**config.mk**
```make
export PLATFORM = sky130hd
export DESIGN_NAME = df_rate_sequencer
export DESIGN_NICKNAME = d
export VERILOG_FILES = /design/src/rtl/df_rate_sequencer_pkg.sv /design/src/rtl/df_rate_sequencer_cfg_holding.sv /design/src/rtl/df_rate_sequencer.sv
export SDC_FILE = /design/constraint.sdc
export NUM_CORES = 1
export LEC_CHECK = 0
export BUFFER_PORTS_ARGS = -buffer_cell sky130_fd_sc_hd__buf_2
export CAP_MARGIN = 20
export CORE_MARGIN = 2
export CORE_UTILIZATION = 56
export DETAILED_ROUTE_END_ITERATION = 8
export HOLD_SLACK_MARGIN = 0.05
export PLACE_DENSITY = 0.9
export SLEW_MARGIN = 20
export SYNTH_ARGS = -nofsm -noshare
export SYNTH_HDL_FRONTEND = slang
export SYNTH_SLANG_ARGS = --single-unit
```
**constraint.sdc**
```tcl
create_clock -name clk -period 2.7 [get_ports clk]
set_clock_uncertainty 0.05 [all_clocks]
set_input_delay 0.54 -clock clk [delete_from_list [all_inputs] [get_ports clk]]
set_output_delay 0.54 -clock clk [all_outputs]
set_load 0.01 [all_outputs]
```
**src/rtl/df_rate_sequencer_pkg.sv**
```systemverilog
// Shared definitions for the decimating-filter rate sequencer: state encodings,
// bypass bit positions, config-word layout and the config validity rule.
package df_rate_sequencer_pkg;

    localparam int unsigned BYPASS_W = 4;
    localparam int unsigned DEC_W    = 15;
    localparam int unsigned SHIFT_W  = 6;

    localparam int unsigned BYP_HB0 = 0;
    localparam int unsigned BYP_CIC = 1;
    localparam int unsigned BYP_HB1 = 2;
    localparam int unsigned BYP_FIR = 3;

    typedef enum logic [1:0] {
        DFSEQ_FLUSH  = 2'd0,
        DFSEQ_SETTLE = 2'd1,
        DFSEQ_RUN    = 2'd2
    } dfseq_state_t;

    typedef struct packed {
        logic [BYPASS_W-1:0] bypass;
        logic [DEC_W-1:0]    decimation;
        logic [SHIFT_W-1:0]  shift;
    } dfseq_cfg_t;

    localparam dfseq_cfg_t DFSEQ_CFG_DEFAULT = '{bypass: 4'b1111, decimation: 15'd2, shift: 6'd0};

    // An active CIC cannot decimate by less than 2.
    function automatic logic cfg_is_valid(input dfseq_cfg_t c);
        return c.bypass[BYP_CIC] || (c.decimation >= DEC_W'(2));
    endfunction

endpackage

```
**src/rtl/df_rate_sequencer_cfg_holding.sv**
```systemverilog
// One-deep pending config register with validity check; the latest accepted
// request while a sequence is in progress replaces any earlier one.
module df_cfg_holding
    import df_rate_sequencer_pkg::*;
(
    input  logic       clk,
    input  logic       reset,
    input  logic       i_wr,
    input  dfseq_cfg_t i_cfg,
    input  logic       i_store,
    input  logic       i_clear,
    output logic       o_pendingValid,
    output dfseq_cfg_t o_pendingCfg,
    output logic       o_reject,
    output logic       o_accept
);

    logic       w_valid;
    logic       r_pendingValid;
    dfseq_cfg_t r_pendingCfg;

    assign w_valid  = cfg_is_valid(i_cfg);
    assign o_reject = i_wr & ~w_valid;
    assign o_accept = i_wr & w_valid;

    always_ff @(posedge clk) begin
        if (!reset) begin
            r_pendingValid <= 1'b0;
            r_pendingCfg   <= DFSEQ_CFG_DEFAULT;
        end else if (i_clear) begin
            r_pendingValid <= 1'b0;
        end else if (o_accept && i_store) begin
            r_pendingValid <= 1'b1;
            r_pendingCfg   <= i_cfg;
        end
    end

    assign o_pendingValid = r_pendingValid;
    assign o_pendingCfg   = r_pendingCfg;

endmodule

```
**src/rtl/df_rate_sequencer.sv**
```systemverilog
// Rate-change sequencer for the decimating filter chain: applies a new config
// atomically, flushes the chain under reset, then mutes until output settles.
module df_rate_sequencer
    import df_rate_sequencer_pkg::*;
#(
    parameter int unsigned FlushCycles   = 64,
    parameter int unsigned SettleSamples = 32,
    parameter int unsigned TimeoutCycles = 65535
) (
    input  logic                clk,
    input  logic                reset,
    input  logic                cfgWr,
    input  logic [BYPASS_W-1:0] cfgBypass,
    input  logic [DEC_W-1:0]    cfgDecimation,
    input  logic [SHIFT_W-1:0]  cfgShift,
    input  logic                dfClkEnOut,
    output logic [BYPASS_W-1:0] bypassOut,
    output logic [DEC_W-1:0]    cicDecimationOut,
    output logic [SHIFT_W-1:0]  cicShiftOut,
    output logic                dfReset,
    output logic                mute,
    output logic                busy,
    output logic                cfgErr,
    output logic                timeoutErr
);

    localparam int unsigned FLUSH_W = $clog2(FlushCycles + 1);
    localparam int unsigned SET_W   = $clog2(SettleSamples + 1);
    localparam int unsigned TO_W    = 16;

    dfseq_state_t     r_state;
    dfseq_cfg_t       r_cfg;
    logic             r_dfReset;
    logic             r_mute;
    logic             r_busy;
    logic             r_cfgErr;
    logic             r_timeoutErr;
    logic [FLUSH_W-1:0] r_flushCnt;
    logic [SET_W-1:0]   r_strobeCnt;
    logic [TO_W-1:0]    r_toCnt;

    dfseq_cfg_t       w_reqCfg;
    dfseq_cfg_t       w_pendingCfg;
    dfseq_cfg_t       w_nextCfg;
    logic             w_pendingValid;
    logic             w_reject;
    logic             w_accept;
    logic             w_store;
    logic [SET_W:0]   w_strobeSum;
    logic             w_settleDone;
    logic             w_timeout;
    logic             w_reflush;
    logic             w_enterFlush;

    assign w_reqCfg = {cfgBypass, cfgDecimation, cfgShift};
    assign w_store  = (r_state != DFSEQ_RUN);

    df_cfg_holding u_hold (
        .clk            (clk),
        .reset          (reset),
        .i_wr           (cfgWr),
        .i_cfg          (w_reqCfg),
        .i_store        (w_store),
        .i_clear        (w_reflush),
        .o_pendingValid (w_pendingValid),
        .o_pendingCfg   (w_pendingCfg),
        .o_reject       (w_reject),
        .o_accept       (w_accept)
    );

    // A strobe completing the count wins over a timeout in the same cycle.
    always_comb begin
        w_strobeSum  = {1'b0, r_strobeCnt} + (SET_W+1)'(dfClkEnOut);
        w_settleDone = (r_state == DFSEQ_SETTLE) && (w_strobeSum >= (SET_W+1)'(SettleSamples));
        w_timeout    = (r_state == DFSEQ_SETTLE) && !w_settleDone
                       && (r_toCnt == TO_W'(TimeoutCycles - 1));
        w_reflush    = (w_settleDone || w_timeout) && (w_pendingValid || w_accept);
        w_enterFlush = w_reflush || ((r_state == DFSEQ_RUN) && w_accept);
        w_nextCfg    = w_accept ? w_reqCfg : w_pendingCfg;
    end

    always_ff @(posedge clk) begin
        if (!reset) begin
            r_state      <= DFSEQ_FLUSH;
            r_cfg        <= DFSEQ_CFG_DEFAULT;
            r_dfReset    <= 1'b1;
            r_mute       <= 1'b1;
            r_busy       <= 1'b1;
            r_cfgErr     <= 1'b0;
            r_timeoutErr <= 1'b0;
            r_flushCnt   <= '0;
            r_strobeCnt  <= '0;
            r_toCnt      <= '0;
        end else begin
            if (w_reject) begin
                r_cfgErr <= 1'b1;
            end else if (w_accept) begin
                r_cfgErr <= 1'b0;
            end

            if (w_enterFlush) begin
                r_state      <= DFSEQ_FLUSH;
                r_cfg        <= w_nextCfg;
                r_dfReset    <= 1'b1;
                r_mute       <= 1'b1;
                r_busy       <= 1'b1;
                r_timeoutErr <= 1'b0;
                r_flushCnt   <= '0;
                r_strobeCnt  <= '0;
                r_toCnt      <= '0;
            end else begin
                case (r_state)
                    DFSEQ_FLUSH: begin
                        if (r_flushCnt == FLUSH_W'(FlushCycles - 1)) begin
                            r_state     <= DFSEQ_SETTLE;
                            r_dfReset   <= 1'b0;
                            r_strobeCnt <= '0;
                            r_toCnt     <= '0;
                        end else if (r_flushCnt != '1) begin
                            r_flushCnt <= r_flushCnt + 1'b1;
                        end
                    end
                    DFSEQ_SETTLE: begin
                        if (w_settleDone || w_timeout) begin
                            r_state <= DFSEQ_RUN;
                            r_mute  <= 1'b0;
                            r_busy  <= 1'b0;
                            if (w_timeout) begin
                                r_timeoutErr <= 1'b1;
                            end
                        end else begin
                            r_strobeCnt <= w_strobeSum[SET_W-1:0];
                            if (r_toCnt != '1) begin
                                r_toCnt <= r_toCnt + 1'b1;
                            end
                        end
                    end
                    DFSEQ_RUN: begin
                        r_dfReset <= 1'b0;
                        r_mute    <= 1'b0;
                        r_busy    <= 1'b0;
                    end
                    default: begin
                        r_state <= DFSEQ_FLUSH;
                    end
                endcase
            end
        end
    end

    assign bypassOut        = r_cfg.bypass;
    assign cicDecimationOut = r_cfg.decimation;
    assign cicShiftOut      = r_cfg.shift;
    assign dfReset          = r_dfReset;
    assign mute             = r_mute;
    assign busy             = r_busy;
    assign cfgErr           = r_cfgErr;
    assign timeoutErr       = r_timeoutErr;

endmodule

```
---- Word-level counts from Yosys, hierarchy flattened ----
Index checks and enable logic that the tools add are counted.
word-level totals
  memories ................................ 0
  ROM bits ................................ 0
  output and inout port bits .............. 30
  flip-flop bits (word level) ............. 86
  logic and storage cells ................. 81
  bits in latches ......................... 0
  RAM bits ................................ 0
cells by class
  bitwise logic cells ..................... 7
  div/mod/pow operators ................... 0
  multiplexer cells ....................... 17
  add/sub/neg operators ................... 3
  shifts and indexed selects .............. 0
  multiply operators ...................... 0
  reduce and logical (&&, ||, !) cells .... 26
  equality and inequality tests ........... 11
  order comparisons ....................... 2
operators by type and width
  cell                   number
  $mux 16                3
  $pmux 16 s2            1
  $mux 25                1
  $add 16x1->16 const B  1
  $eq 16x16->1 const B   1
  $ne 16x16->1 const B   1
  $ge 15x2->1 const B    1
  $mux 6                 2
  $pmux 6 s2             1
  $reduce_and 3->1       4
  $reduce_bool 2->1      4
  $add 6x1->7            1
  $add 7x1->7 const B    1
  $eq 7x6->1 const B     1
  $ge 7x6->1 const B     1
  $ne 7x7->1 const B     1
  $logic_and 1x1->1      6
  $ne 2x2->1 const B     3
  $pmux 2 s3             1
  $reduce_and 2->1       3
  $not 1->1              5
  $logic_or 1x1->1       4
  $mux 1                 4
  $mux 2                 2
  9 further kinds        13

---- Longest topological paths before layout ----
  depth after elaboration ................. 10
  depth in mapped cells ................... 10
  gate-level depth less buffers ........... 8

---- Hierarchy ----
Synthesis repeated with hierarchy kept, for this count alone.
unflattened totals
  cells, all modules ...................... 479
  area total of the unflattened synthesis .. 4,383.0 um2
by module, submodules not included
  module             seq. area each (um2)  cells each  times used  area each (um2)
  df_rate_sequencer  1,201.2               359         1           3,188.1
  df_cfg_holding     520.5                 120         1           1,194.9

---- Worst setup path before layout ----
No wires, ideal clock.
  kind .................................... input port to flip-flop
  from .................................... in dfClkEnOut
  to ...................................... reg r_toCnt[11]
  buffers on the path ..................... 2
  arrival time ............................ 2.149 ns
  required time ........................... 2.507 ns
  cell stages on the path ................. 10
  library setup time ...................... 0.143 ns
  setup slack ............................. 0.358 ns
  cells stage by stage .................... ha_1 ha_1 nand4b_1 nor2_1 or3_1 buf_2 nand2_1 buf_2 a21oi_1 a311oi_1
on the way
  cells in the longest elaborated chain, start to end .. 10
RTL lines
  element                                                                   line                                               text
  start: declaration                                                        df_rate_sequencer.sv:16                            input logic dfClkEnOut,
  $add 6x1->7 (*)                                                           df_rate_sequencer.sv:73                            w_strobeSum = {1'b0, r_strobeCnt} + (SET_W+1)'(dfClkEnOut);
  $ge 7x6->1 (*)                                                            df_rate_sequencer.sv:74                            w_settleDone = (r_state == DFSEQ_SETTLE) && (w_strobeSum >= (SET_W+1)'(SettleSamples));
  $logic_and 1x1->1 (*)                                                     df_rate_sequencer.sv:74
  $logic_not 1->1                                                           df_rate_sequencer.sv:75                            w_timeout = (r_state == DFSEQ_SETTLE) && !w_settleDone
  $logic_and 1x1->1                                                         df_rate_sequencer.sv:75
  $logic_and 1x1->1                                                         df_rate_sequencer.sv:76                            && (r_toCnt == TO_W'(TimeoutCycles - 1));
  $logic_or 1x1->1 (*)                                                      df_rate_sequencer.sv:77, df_rate_sequencer.sv:124
  parallel branches: the longest is 3 deep, another holds $reduce_and 4->1  -
  end signal: assignment                                                    df_rate_sequencer.sv:134                           r_toCnt <= r_toCnt + 1'b1;
  end: declaration                                                          df_rate_sequencer.sv:40                            logic [TO_W-1:0] r_toCnt;
Mark *: on every way between the ends.
A chain may end at the register's enable or synchronous reset.

---- Worst setup path in the final report ----
  from .................................... reg r_toCnt[1]
  to ...................................... reg r_cfg (netlist bit bypassOut[3])
on the way
  cells in the longest elaborated chain, start to end .. 5
RTL lines
  element                 line                      text
  $eq 16x16->1            df_rate_sequencer.sv:76
  $logic_and 1x1->1       df_rate_sequencer.sv:76
  $logic_or 1x1->1        df_rate_sequencer.sv:77   w_reflush = (w_settleDone || w_timeout) && (w_pendingValid || w_accept);
  $logic_and 1x1->1       df_rate_sequencer.sv:77
  $logic_or 1x1->1        df_rate_sequencer.sv:78   w_enterFlush = w_reflush || ((r_state == DFSEQ_RUN) && w_accept);
  end signal: assignment  df_rate_sequencer.sv:103  r_cfg <= w_nextCfg;
  end: declaration        df_rate_sequencer.sv:32   dfseq_cfg_t r_cfg;
No other way between the ends.

==> impl_metrics.tcl <==
set metrics [dict create \
    mostFrequentLayoutCell "dfxtp_1" \
    switching_share 0.2560 \
    synthSimpleGateAreaFrac 0.2147 \
    syn_inst 433 \
    synth-main-ff-cell "dfxtp_1" \
    cp.required_ps 2860 \
    tightest_slew_ps 654.8 \
    cts_inserted_buffers 9 \
    cts_tree "done" \
    row_count 30 \
    avgSynthCellArea_um2 8.831 \
    cts_root_buffer "clkbuf_8" \
    synthMuxAreaShare 0.06021 \
    finalNetCount 527 \
    synthToLayoutAreaGrowth_pct 15.61 \
    route.detailed.wl_per_inst_um 16.10 \
    start_util 0.5723 \
    grt.busiest_layer "met2" \
    worstPathCellList "ha_1 > nand3_1 > nor3_1 > and2_4 > nor3_1 > nor3b_1 > a222oi_1" \
    antenna_found_initial 0 \
    hold_viol 0 \
    setup.worst_path.start_class "register" \
    use_met1 0.2985 \
    clkSlewWorstSetupHoldPaths_ps 90 \
    ctsHoldBuffers 0 \
    r2r_cells 7 \
    path_buf_inv 0 \
    post_cts.repair.setup_buffers 0 \
    synth_xor_area_frac 0.009162 \
    core_region_area_um2 6681 \
    antenna_left 0 \
    cp_common_cell "nor3_1" \
    p_leak_uw 0.001932 \
    yosysTopAreaCell "dfxtp_1" \
    die_w_um 86.63 \
    boundaryPins 59 \
    grt_pass1_vias 3409 \
    drt_wl_total_um 9292 \
    grt_pass1_wl_um 15210 \
    timing_worst_setup_path_type "reg -> reg" \
    setup_violations 0 \
    reg2reg_from "r_toCnt[1]" \
    vias_per_cell 6.047 \
    grt-ovfl-total 0 \
    dp_slack_ps 118.6 \
    clockBufferDepth 2 \
    r2r_slack_ps 310 \
    max-slew-margin-rel 0.5577 \
    cts-resized-gates 0 \
    endpoint "bypassOut[3]" \
    period_minus_slack_ps 2393 \
    met3_usage 0.07619 \
    htree_num_levels 3 \
    p_total_uw 2356 \
    fin_hold_ws_ps 341.0 \
    final_cell_mix "86 x dfxtp_1, 58 x buf_2, 53 x nor2_1, 53 x nand2_1, 34 x a21oi_1" \
    route.detailed.drc 0 \
    startpoint "r_toCnt[1]" \
    maxCapViolations 0 \
    yosysWarnings 0 \
    worst_slack_ps 306.5 \
    synth_compound_area_frac 0.1944 \
    max_freq_mhz 417.8 \
    p_int_uw 1753 \
    die-area_um2 7505 \
    n_antenna_cell 0 \
    crit_path_max_fanout 6 \
    clock_sinks 86 \
    critical-path-top-delay-family "simple AND/OR/NAND/NOR gates" \
    pwr-share-clk 0.374 \
    die_h_um 86.63 \
    max-vdd-ir-drop_uv 385.1 \
    port_buffers 58 \
    slew_viol_final 0 \
    hp-class "in -> reg" \
    ys_ff_latch 86 \
    dp_hpwl_um 6471 \
    synth_cell_types 42 \
    n_fill_cell 507 \
    track_usage 0.2552 \
    synth_top_family_by_area "simple AND/OR/NAND/NOR gates" \
    outcome "completed" \
    worst_setup_path_end_kind "register" \
    synth_edf_count 0 \
    synth_fa_ha_area_frac 0.01963 \
    final_util 0.6616 \
    worstHoldPathCells 2 \
    drtPass1Iterations 4 \
    p_per_area_nw_per_um2 533.1 \
    cp.arrival_ps 2560 \
    vias 3489 \
    synth.cell_area_um2 3824 \
    synth_top_area_share 0.4503 \
    clock_latency_ps 370 \
    slowest_delay_ps 530 \
    power_frac_seq 0.557 \
    rsz0062_at_grt "false" \
    synthArstFlopShare 0 \
    netSwitchingPower_uw 603.2 \
    drt-initial-drc-count 235 \
    pwr-share-comb 0.069 \
    gp_congestion 0.8122 \
    drive_gt1_frac 0.2435 \
    crit_cells 7 \
    use_met2 0.4336 \
    synth_seq_area_share 0.4503 \
    r2r_end "bypassOut[3]" \
    synthesis.nets 468 \
    cp_slowest_cell "nor3b_1" \
    tns_ps 0 \
    post-route-period-util 0.8865 \
    grt_max_degree 31 \
    synthTopCellsByArea "dfxtp_1 45%, o221a_2 7.1%, mux2i_1 6.0%" \
]
-- flip-flops by register name, indices dropped and copies added, names as in the netlist --
signal,cells
r_flushCnt,7
u_hold.o_pendingValid,1
cicDecimationOut,15
cicShiftOut,6
timeoutErr,1
r_strobeCnt,6
bypassOut,4
r_toCnt,16
r_state,2
cfgErr,1
dfReset,1
busy,1
u_hold.o_pendingCfg,25
-- logic make-up after synthesis --
| family | Yosys count |
|---|---|
| AOI/OAI and AO/OA | 98 |
| DFF | 86 |
| adders and majority gates | 6 |
| muxes | 23 |
| and+or+nand+nor | 169 |
| buffers and inverters | 47 |
| xor gates and xnor gates | 4 |
-- area by class of cell --
type | instances | area [µm²] | share of cell area
clock buffers | 11 | 151.4 | 0.03425
multi-input cells | 300 | 1909 | 0.4319
well taps | 80 | 100.1 | 0.02264
clock inverters | 5 | 40.04 | 0.009057
repair buffers | 73 | 415.4 | 0.09397
flip-flops and latches | 86 | 1722 | 0.3895
inverters | 22 | 82.58 | 0.01868
-- synth_stat cells, types with 2 or more instances --
cell type / instances
a21oi_1: 34
a222oi_1: 5
a311oi_1: 7
a31oi_1: 3
a41oi_1: 4
and3_1: 7
buf_2: 8
clkbuf_1: 15
dfxtp_1: 86
ha_1: 6
inv_1: 22
mux2i_1: 23
nand2_1: 53
nand2b_1: 2
nand3_1: 13
nand4_1: 8
nor2_1: 53
nor2b_1: 2
nor3_1: 11
nor3b_1: 3
nor4_1: 3
o211ai_1: 5
o21a_1: 2
o21ai_0: 12
o221a_2: 24
or3_1: 2
or4_1: 3
xor2_1: 3
-- how the worst min path moves through the flow --
| stage | start | to | slack (ps) |
|---|---|---|---|
| 6_report | cfgWr | cfgErr | 340 |
| 2_1_floorplan | r_toCnt[8] | r_toCnt[8] | 370 |
| 3_3_place_gp | r_toCnt[8] | r_toCnt[8] | 380 |
| 3_5_place_dp | r_flushCnt[6] | r_flushCnt[6] | 400 |
| 5_1_grt | cfgWr | cfgErr | 330 |
| 4_1_cts | cfgWr | cfgErr | 340 |
-- routing by layer --
layer	vias to the layer above	part of all wire
li1	1685	-
met1	1676	0.41
met2	110	0.51
met3	18	0.056
met4	0	0.020
met5	-	0
-- metrics by stage --
step | cell area (µm²) | std cells
final | 4420 | 577
after global routing | 4420 | 577
after CTS | 4420 | 577
after detailed placement | 4229 | 561
after global placement | 4229 | 561
after floorplan | 3824 | 433
-- power groups by stage --
stage	Sequential, µW	Combinational, µW	Clock [µW]
after CTS	1310	163	886
after detailed placement	1340	161	0
after global routing	1320	182	943
after floorplan	1340	102	0
final	1310	163	880
after global placement	1340	152	0
Note: power is estimated with default switching activity, not from simulation.
